## src/rtl/key_pkg.sv

```systemverilog
// Shared types and widths for the key event classifier.
package key_pkg;

  localparam int unsigned MS_CNT_W = 16;
  localparam int unsigned PRESC_W  = 32;

  typedef enum logic [1:0] {
    IDLE      = 2'd0,
    PRESSED   = 2'd1,
    LONG_HELD = 2'd2
  } key_state_e;

endpackage

```

## src/rtl/ms_tick_gen.sv

```systemverilog
// Millisecond prescaler: counts sysclk cycles while enabled and flags the last one.
module ms_tick_gen
  import key_pkg::*;
#(
  parameter int unsigned TICK_DIV = 100_000
) (
  input  logic sysclk,
  input  logic rst_n,
  input  logic clr,
  input  logic en,
  output logic tick_c
);

  localparam logic [PRESC_W-1:0] PRESC_LAST = PRESC_W'(TICK_DIV - 1);

  logic [PRESC_W-1:0] presc;

  assign tick_c = en & (presc == PRESC_LAST);

  // Held at zero while disabled so every press starts from a fresh ms boundary.
  always_ff @(posedge sysclk or negedge rst_n) begin
    if (!rst_n) begin
      presc <= '0;
    end else if (clr || !en || tick_c) begin
      presc <= '0;
    end else begin
      presc <= presc + PRESC_W'(1);
    end
  end

endmodule

```

## src/rtl/key_event.sv

```systemverilog
// Turns a debounced active-low key level into press/release/short/long event pulses.
// Define KEY_REPEAT_EN to add auto-repeat pulses while a long press is held.
module key_event
  import key_pkg::*;
#(
  parameter int unsigned CLK_CYC   = 10,
  parameter int unsigned TICK_DIV  = 1_000_000 / CLK_CYC,
  parameter int unsigned LONG_MS   = 1000,
  parameter int unsigned REPEAT_MS = 200
) (
  input  logic sysclk,
  input  logic rst_n,
  input  logic key_in,
  output logic key_held,
  output logic press_pulse,
  output logic release_pulse,
  output logic short_pulse,
  output logic long_pulse,
  output logic repeat_pulse
);

  localparam logic [MS_CNT_W-1:0] LONG_LAST = MS_CNT_W'(LONG_MS - 1);

  key_state_e          state, state_d;
  logic [MS_CNT_W-1:0] ms_cnt, ms_cnt_d;
  logic                key_r;
  logic                armed;
  logic                fall_c, rise_c, tick_c;
  logic                held_d, press_d, release_d, short_d, long_d;

  // A key still down when reset lifts must be seen released before a new press counts.
  assign fall_c = armed & key_r & ~key_in;
  assign rise_c = ~key_r & key_in;

  ms_tick_gen #(
    .TICK_DIV(TICK_DIV)
  ) u_tick (
    .sysclk(sysclk),
    .rst_n (rst_n),
    .clr   (fall_c),
    .en    (state != IDLE),
    .tick_c(tick_c)
  );

`ifdef KEY_REPEAT_EN
  localparam logic [MS_CNT_W-1:0] REP_LAST = MS_CNT_W'(REPEAT_MS - 1);

  logic [MS_CNT_W-1:0] rep_cnt, rep_cnt_d;
  logic                repeat_d;
`else
  logic unused_rep_c;
  assign unused_rep_c = ^32'(REPEAT_MS);
`endif

  // Next-state and next-output logic.
  always_comb begin
    state_d   = state;
    ms_cnt_d  = ms_cnt;
    press_d   = 1'b0;
    release_d = 1'b0;
    short_d   = 1'b0;
    long_d    = 1'b0;
`ifdef KEY_REPEAT_EN
    rep_cnt_d = rep_cnt;
    repeat_d  = 1'b0;
`endif
    case (state)
      IDLE: begin
        ms_cnt_d = '0;
        if (fall_c) begin
          press_d = 1'b1;
          state_d = PRESSED;
        end
      end
      PRESSED: begin
        // Release beats a coinciding long-qualifying tick.
        if (rise_c) begin
          release_d = 1'b1;
          short_d   = 1'b1;
          state_d   = IDLE;
        end else if (tick_c) begin
          ms_cnt_d = ms_cnt + MS_CNT_W'(1);
          if (ms_cnt == LONG_LAST) begin
            long_d  = 1'b1;
            state_d = LONG_HELD;
`ifdef KEY_REPEAT_EN
            rep_cnt_d = '0;
`endif
          end
        end
      end
      LONG_HELD: begin
        if (rise_c) begin
          release_d = 1'b1;
          state_d   = IDLE;
        end else if (tick_c) begin
          if (ms_cnt != '1) begin
            ms_cnt_d = ms_cnt + MS_CNT_W'(1);
          end
`ifdef KEY_REPEAT_EN
          if (rep_cnt == REP_LAST) begin
            repeat_d  = 1'b1;
            rep_cnt_d = '0;
          end else begin
            rep_cnt_d = rep_cnt + MS_CNT_W'(1);
          end
`endif
        end
      end
      default: state_d = IDLE;
    endcase
    held_d = (state_d != IDLE);
  end

  always_ff @(posedge sysclk or negedge rst_n) begin
    if (!rst_n) begin
      state         <= IDLE;
      ms_cnt        <= '0;
      key_r         <= 1'b1;
      armed         <= 1'b0;
      key_held      <= 1'b0;
      press_pulse   <= 1'b0;
      release_pulse <= 1'b0;
      short_pulse   <= 1'b0;
      long_pulse    <= 1'b0;
    end else begin
      state         <= state_d;
      ms_cnt        <= ms_cnt_d;
      key_r         <= key_in;
      armed         <= armed | key_in;
      key_held      <= held_d;
      press_pulse   <= press_d;
      release_pulse <= release_d;
      short_pulse   <= short_d;
      long_pulse    <= long_d;
    end
  end

`ifdef KEY_REPEAT_EN
  always_ff @(posedge sysclk or negedge rst_n) begin
    if (!rst_n) begin
      rep_cnt      <= '0;
      repeat_pulse <= 1'b0;
    end else begin
      rep_cnt      <= rep_cnt_d;
      repeat_pulse <= repeat_d;
    end
  end
`else
  assign repeat_pulse = 1'b0;
`endif

endmodule

```

## config.mk

```make
export PLATFORM = sky130hd
export DESIGN_NAME = key_event
export DESIGN_NICKNAME = d
export VERILOG_FILES = /design/src/rtl/key_pkg.sv /design/src/rtl/ms_tick_gen.sv /design/src/rtl/key_event.sv
export SDC_FILE = /design/constraint.sdc
export NUM_CORES = 1
export LEC_CHECK = 0
export ABC_AREA = 1
export ABC_CLOCK_PERIOD_IN_PS = 5950
export BUFFER_PORTS_ARGS = -buffer_cell sky130_fd_sc_hd__buf_2
export CAP_MARGIN = 20
export CORE_MARGIN = 4
export CORE_UTILIZATION = 60
export DETAILED_ROUTE_END_ITERATION = 8
export GPL_TIMING_DRIVEN = 0
export PLACE_DENSITY = 0.76
export SLEW_MARGIN = 20
export SYNTH_ARGS = -nofsm -noshare
export SYNTH_HDL_FRONTEND = slang
export SYNTH_HIERARCHICAL = 1
export SYNTH_SLANG_ARGS = --single-unit
```

## constraint.sdc

```tcl
create_clock -name sysclk -period 5.95 [get_ports sysclk]
set_input_delay 1.19 -clock sysclk [delete_from_list [all_inputs] [get_ports sysclk]]
set_output_delay 1.19 -clock sysclk [all_outputs]
set_load 0.01 [all_outputs]
```

== Word level (Yosys, flattened, before mapping) ==
Cells that the tools add are included.

* Register bits: 57
* Input port bits: 3
* Output and inout port bits: 6
* Logic and storage cells: 60

* Add/sub/neg operators: 2
* Equality and inequality tests: 10
* Multiplexer cells: 22
* Bitwise logic cells: 7
* Reductions and logical operators: 9

{| class="wikitable"
|+ Operators with widths
! kind !! number
|-
| 16-bit two-way mux || 5
|-
| 16-bit one-hot mux with 3 select lines || 1
|-
| 32-bit by 1-bit adder with 32-bit output (second input constant) || 1
|-
| 32-bit by 17-bit == test with 1-bit output (second input constant) || 1
|-
| 32-bit two-way mux || 1
|-
| 16-bit by 1-bit adder with 16-bit output (second input constant) || 1
|-
| 16-bit by 10-bit == test with 1-bit output (second input constant) || 1
|-
| 16-bit inequality test (second input constant) || 1
|-
| 2-bit two-way mux || 5
|-
| 1-bit two-way mux || 9
|-
| 2-bit inequality test (second input constant) || 3
|-
| 2-bit one-hot mux with 3 select lines || 1
|-
| 6-bit AND reduction || 1
|-
| 1-bit AND || 4
|-
| 2-bit by 1-bit inequality test with 1-bit output (second input constant) || 2
|-
| 2-bit nonzero test || 2
|-
| 3-bit nonzero test || 1
|-
| 2-bit by 1-bit == test with 1-bit output (second input constant) || 1
|-
| 2-bit == test (second input constant) || 1
|-
| 2-bit logical NOT || 1
|-
| 1-bit logical OR || 2
|-
| 1-bit NOT || 2
|-
| 2-bit OR reduction || 1
|-
| 1-bit logical NOT || 1
|-
| 1-bit bitwise OR || 1
|}

== Longest topological paths before layout ==
* Depth in word-level cells: 6
* Depth in mapped cells: 14
* Mapped depth without buffers: 14

== Cells and area by module ==
The synthesis kept the hierarchy.

{| class="wikitable"
|+ By module, submodules not included
! module !! instances !! cells each !! area each (sq um) !! seq. area each (sq um)
|-
| ms_tick_gen || 1 || 311 || 2,038.2 || 800.8
|-
| key_event || 1 || 219 || 1,630.3 || 626.9
|}

== Least setup slack after synthesis ==
Ideal clock, no wire load.

* Kind: input to register
* From: input port key_in
* To: register ms_cnt[14]
* Setup time: 0.065 ns
* Data arrival time: 1.949 ns
* Data required time: 5.885 ns
* Path slack: 3.936 ns
* Stages: 7
* Buffers on the path: 1
* Cell sequence: nand2_1 -> nand2_1 -> a21o_1 -> nor2_2 -> buf_6 -> nand3_1 -> nand2_1

* Word-level cells in the longest chain between the ends: 3
* Elaborated cells between the ends (all ways): 4
* Those cells by class: 2 x eq/ne; 1 x bitwise; 1 x reduce/logical

{| class="wikitable"
|+ Ends and longest elaborated chain
! item !! line !! RTL
|-
| from (decl) || key_event.sv:13 || <nowiki>input logic key_in,</nowiki>
|-
| 1-bit AND (*) || key_event.sv:33 || <nowiki>assign rise_c = ~key_r & key_in;</nowiki>
|-
| 2-bit inequality test (no source line) || - ||
|-
| 6-bit AND reduction (no source line) (*) || - ||
|-
| to (signal assigned) || key_event.sv:128 || <nowiki>ms_cnt <= ms_cnt_d;</nowiki>
|-
| to (decl) || key_event.sv:25 || <nowiki>logic [MS_CNT_W-1:0] ms_cnt, ms_cnt_d;</nowiki>
|}

Every way passes the cells marked *; elsewhere a longest branch is shown, timed or not.
A chain may end at the register's enable or synchronous reset.

== Worst setup path after layout ==
* From: register state[0]
* To: register ms_cnt[14]

* Word-level cells in the longest chain between the ends: 4
* Elaborated cells between the ends (all ways): 13
* Those cells by class: 7 x eq/ne; 1 x mux; 1 x bitwise; 4 x reduce/logical

{| class="wikitable"
|+ Ends and longest elaborated chain
! item !! line !! RTL
|-
| from (decl) || key_event.sv:24 || <nowiki>key_state_e state, state_d;</nowiki>
|-
| from (signal assigned) || key_event.sv:127 || <nowiki>state <= state_d;</nowiki>
|-
| 2-bit nonzero test (*) || key_event.sv:41 || <nowiki>.en (state != IDLE),</nowiki>
|-
| 1-bit AND (*) || ms_tick_gen.sv:18 || <nowiki>assign tick_c = en & (presc == PRESC_LAST);</nowiki>
|-
| via tick_c || key_event.sv:28 || <nowiki>logic fall_c, rise_c, tick_c;</nowiki>
|-
| 2-bit by 1-bit inequality test with 1-bit output (no source line) || - ||
|-
| 6-bit AND reduction (no source line) (*) || - ||
|}

Mark *: on every way through the listed nets, which the timed path passes. The rest lies on a longest branch.

==> Implementation_results.wiki <==
{| class="wikitable"
! Metric !! Value
|-
| Overall Global Routing Usage || 0.240
|-
| Kind of start point of the critical path || flop
|-
| Final critical-path setup slack || 3.74 ns
|-
| Count of distinct cell types in the synthesized netlist || 29
|-
| Source-to-sink clock delay at the later pin of the worst-skew pair || 0.34 ns
|-
| Vias after detailed routing || 3341
|-
| Unrepaired setup endpoints after global routing || false
|-
| Arrival time reported for the critical path endpoint || 2.49 ns
|-
| Worst slew margin || 0.512
|-
| Clock transition at the register clock pins on the worst setup and hold paths after CTS || 0.07 ns
|-
| Wire length of the first global-routing pass || 13.8 mm
|-
| Nets || 558
|-
| Global route overflow || 0
|-
| Sum Neg Setup Slack || 0 ns
|-
| Placed wire-length estimate || 6.02 mm
|-
| CP required || 6.23 ns
|-
| Yosys reg bits || 57
|-
| Instance count of the mapped netlist || 530
|-
| Top cells by area, synth || sky130_fd_sc_hd__dfrtp_1, sky130_fd_sc_hd__nand2_1, sky130_fd_sc_hd__nor2_1
|-
| Worst hold slack after final layout || 0.480 ns
|-
| Pin count of the biggest net entering global routing || 58
|-
| Asr flop ratio synth || 1.00
|-
| Post-synthesis cell area || 3670 um2
|-
| # Max-Cap Violations || 0
|-
| Syn nets || 540
|-
| Top post-synthesis cells by count || sky130_fd_sc_hd__nand2_1, sky130_fd_sc_hd__nor2_1, sky130_fd_sc_hd__inv_1
|-
| Outcome || completed
|-
| Detail-routed via count per cell || 5.32
|-
| Avg Inst Size Synth || 6.92 um2
|-
| Cell area power density || 247 nW/um2
|-
| Setup violators final || 0
|-
| Drt first pass iters || 5
|-
| Leakage dissipation || 1.76 nW
|-
| Post-route DRC violation count || 0
|-
| Initial DRC Count || 223
|-
| Rows || 28
|-
| Num CTS Buffers || 9
|-
| Post-Place Setup Slack || 3.61 ns
|-
| Number of global-route vias before repair || 2965
|-
| Hold buffer count at CTS || 0
|-
| Total wire length || 8.19 mm
|-
| Placer's final routability congestion estimate || 0.958
|-
| Post-CTS Repair Setup Buffers || 0
|-
| Max Slew Vio Count || 0
|-
| Height of the die || 86.2 um
|-
| Fin. Hold Viols || 0
|-
| Actual slew at the worst max-slew pin || 0.733 ns
|-
| H-tree depth || 3
|-
| Initial core utilization || 0.620
|-
| Post-synth top area cell || sky130_fd_sc_hd__dfrtp_1
|-
| Area of the core region || 5920 um2
|-
| TritonCTS sink count || 57
|-
| Share of the clock period used by the worst path after layout || 0.372
|-
| Number of nets with antenna violations after detailed routing || 0
|-
| Count of input and output buffers || 7
|-
| Setup Skew || 0.0112 ns
|-
| Initial antenna violation count || 0
|-
| Tightest Hold Check Type || reg -> reg
|-
| Crit end category || flop
|-
| Util after Layout || 0.671
|-
| Start-to-end type of the worst setup path || reg -> reg
|-
| Clock tree from TritonCTS || yes
|-
| Part of the Yosys area used for sequential elements || 0.389
|-
| IR Drop Worst-Case VDD || 0.166 mV
|-
| Average wire per cell in the routed design || 13.0 um
|-
| Number of ports placed on the die boundary || 9
|-
| Share of the synthesized area in the top cell type || 0.382
|-
| Time the worst path needs with I/O delays and setup || 2.21 ns
|-
| Number of enable-type register cells in the synthesized netlist || 0
|-
| Share of post-route cells with drive strength above 1 || 0.114
|-
| Max Fanout on Critical Path || 10
|-
| Number of warning messages in the yosys log || 6
|-
| Count leader, synth || sky130_fd_sc_hd__nand2_1
|-
| Maximum clock path buffer count || 2
|-
| Main flop type after synthesis || sky130_fd_sc_hd__dfrtp_1
|-
| Post-cts gate resize count || 0
|-
| Die outline area || 7430 um2
|-
| Root Driver || sky130_fd_sc_hd__clkbuf_8
|-
| Growth of design area from synthesis to finish || 8.36%
|-
| Diode insertion count for antenna repair || 0
|-
| Overall power consumption || 0.981 mW
|-
| Die span in x || 86.2 um
|-
| Max Clock Freq || 452 MHz
|}
## critical path, stage by stage, from the launching register on
cell                      delay, ns
sky130_fd_sc_hd__dfrtp_1       0.43
sky130_fd_sc_hd__inv_1         0.09
sky130_fd_sc_hd__ha_1          0.19
sky130_fd_sc_hd__inv_1         0.14
sky130_fd_sc_hd__inv_1         0.07
sky130_fd_sc_hd__nor4_1        0.15
sky130_fd_sc_hd__nand3_1       0.09
sky130_fd_sc_hd__nor2_1        0.16
sky130_fd_sc_hd__nand2_1       0.09
sky130_fd_sc_hd__a21o_1        0.18
sky130_fd_sc_hd__nor2_2        0.20
sky130_fd_sc_hd__buf_6         0.19
sky130_fd_sc_hd__nand3_1       0.08
sky130_fd_sc_hd__nand2_1       0.07
## kinds of logic after synthesis
| group | after synthesis | synth area share |
|---|---|---|
| AND/OR/NAND/NOR | 349 | 0.409 |
| buffers and inverters | 75 | 0.0870 |
| flip-flops | 57 | 0.389 |
| AO/OA/AOI/OAI | 21 | 0.0426 |
| XOR/XNOR | 20 | 0.0477 |
| adder cells (fa/ha/maj) | 7 | 0.0239 |
| other | 1 | 0.00102 |
## path summary, 6_finish.rpt
check                         start          endpoint  slack [ns]  cells past startpoint
setup / recovery           state[0]        ms_cnt[14]        3.74                     13
hold / removal                armed             armed        0.48                      1
setup reg to reg           state[0]        ms_cnt[14]        3.74                     13
hold reg to reg               armed             armed        0.48                      1
max in group asynchronous     rst_n  u_tick/presc[10]        4.54                      1
min in group asynchronous     rst_n  u_tick/presc[21]        0.90                      1
## metal layers
metal | vias up | global-route usage | wire length [um]
li1 | 1661 | - | -
met1 | 1571 | 0.363 | 4080
met2 | 99 | 0.345 | 3510
met3 | 10 | 0.0371 | 514
met4 | 0 | 0.0892 | 89
met5 | - | 0 | 0
## power breakdown
group / total [mW] / switching, mW / internal, mW
Clock: 0.326 / 0.153 / 0.174
Sequential: 0.427 / 0.0180 / 0.409
Combinational: 0.228 / 0.156 / 0.0718
Total: 0.981 / 0.327 / 0.654
## cell type report
type / instances / area [um2]
Multi-Input combinational cell: 398 / 1920
Sequential cell: 57 / 1430
Fill cell: 523 / 1950
Tap cell: 75 / 93.8
Clock inverter: 2 / 12.5
Inverter: 67 / 251
Timing Repair Buffer: 7 / 37.5
Clock buffer: 14 / 163
Buffer: 8 / 67.6
## through the flow
stage          area, um2  std cells
2_1_floorplan       3670        530
3_3_place_gp        3800        612
3_5_place_dp        3800        612
4_1_cts             3980        628
5_1_grt             3980        628
6_report            3980        628
## registers in the layout, indices dropped and copies added (netlist names)
| register | flops |
|---|---|
| state | 2 |
| press_pulse | 1 |
| release_pulse | 1 |
| short_pulse | 1 |
| key_held | 1 |
| key_r | 1 |
| long_pulse | 1 |
| ms_cnt | 16 |
| armed | 1 |
| u_tick/presc | 32 |
## cells in the final DEF (no fill, tap or decap), drive strengths merged
cell        n
conb        1
nand3      39
nor3        3
xor2       15
o21a        1
nor2      121
nand3b      3
ha          7
a21oi       1
nor4        1
clkinv      1
a21o        1
clkbuf     15
clkinvlp    1
nand4       9
or2         1
o21ai      16
inv        67
dfstp       1
nand2     172
xnor2       5
o21bai      2
dfrtp      56
buf        14
(Power assumes the default switching activity.)
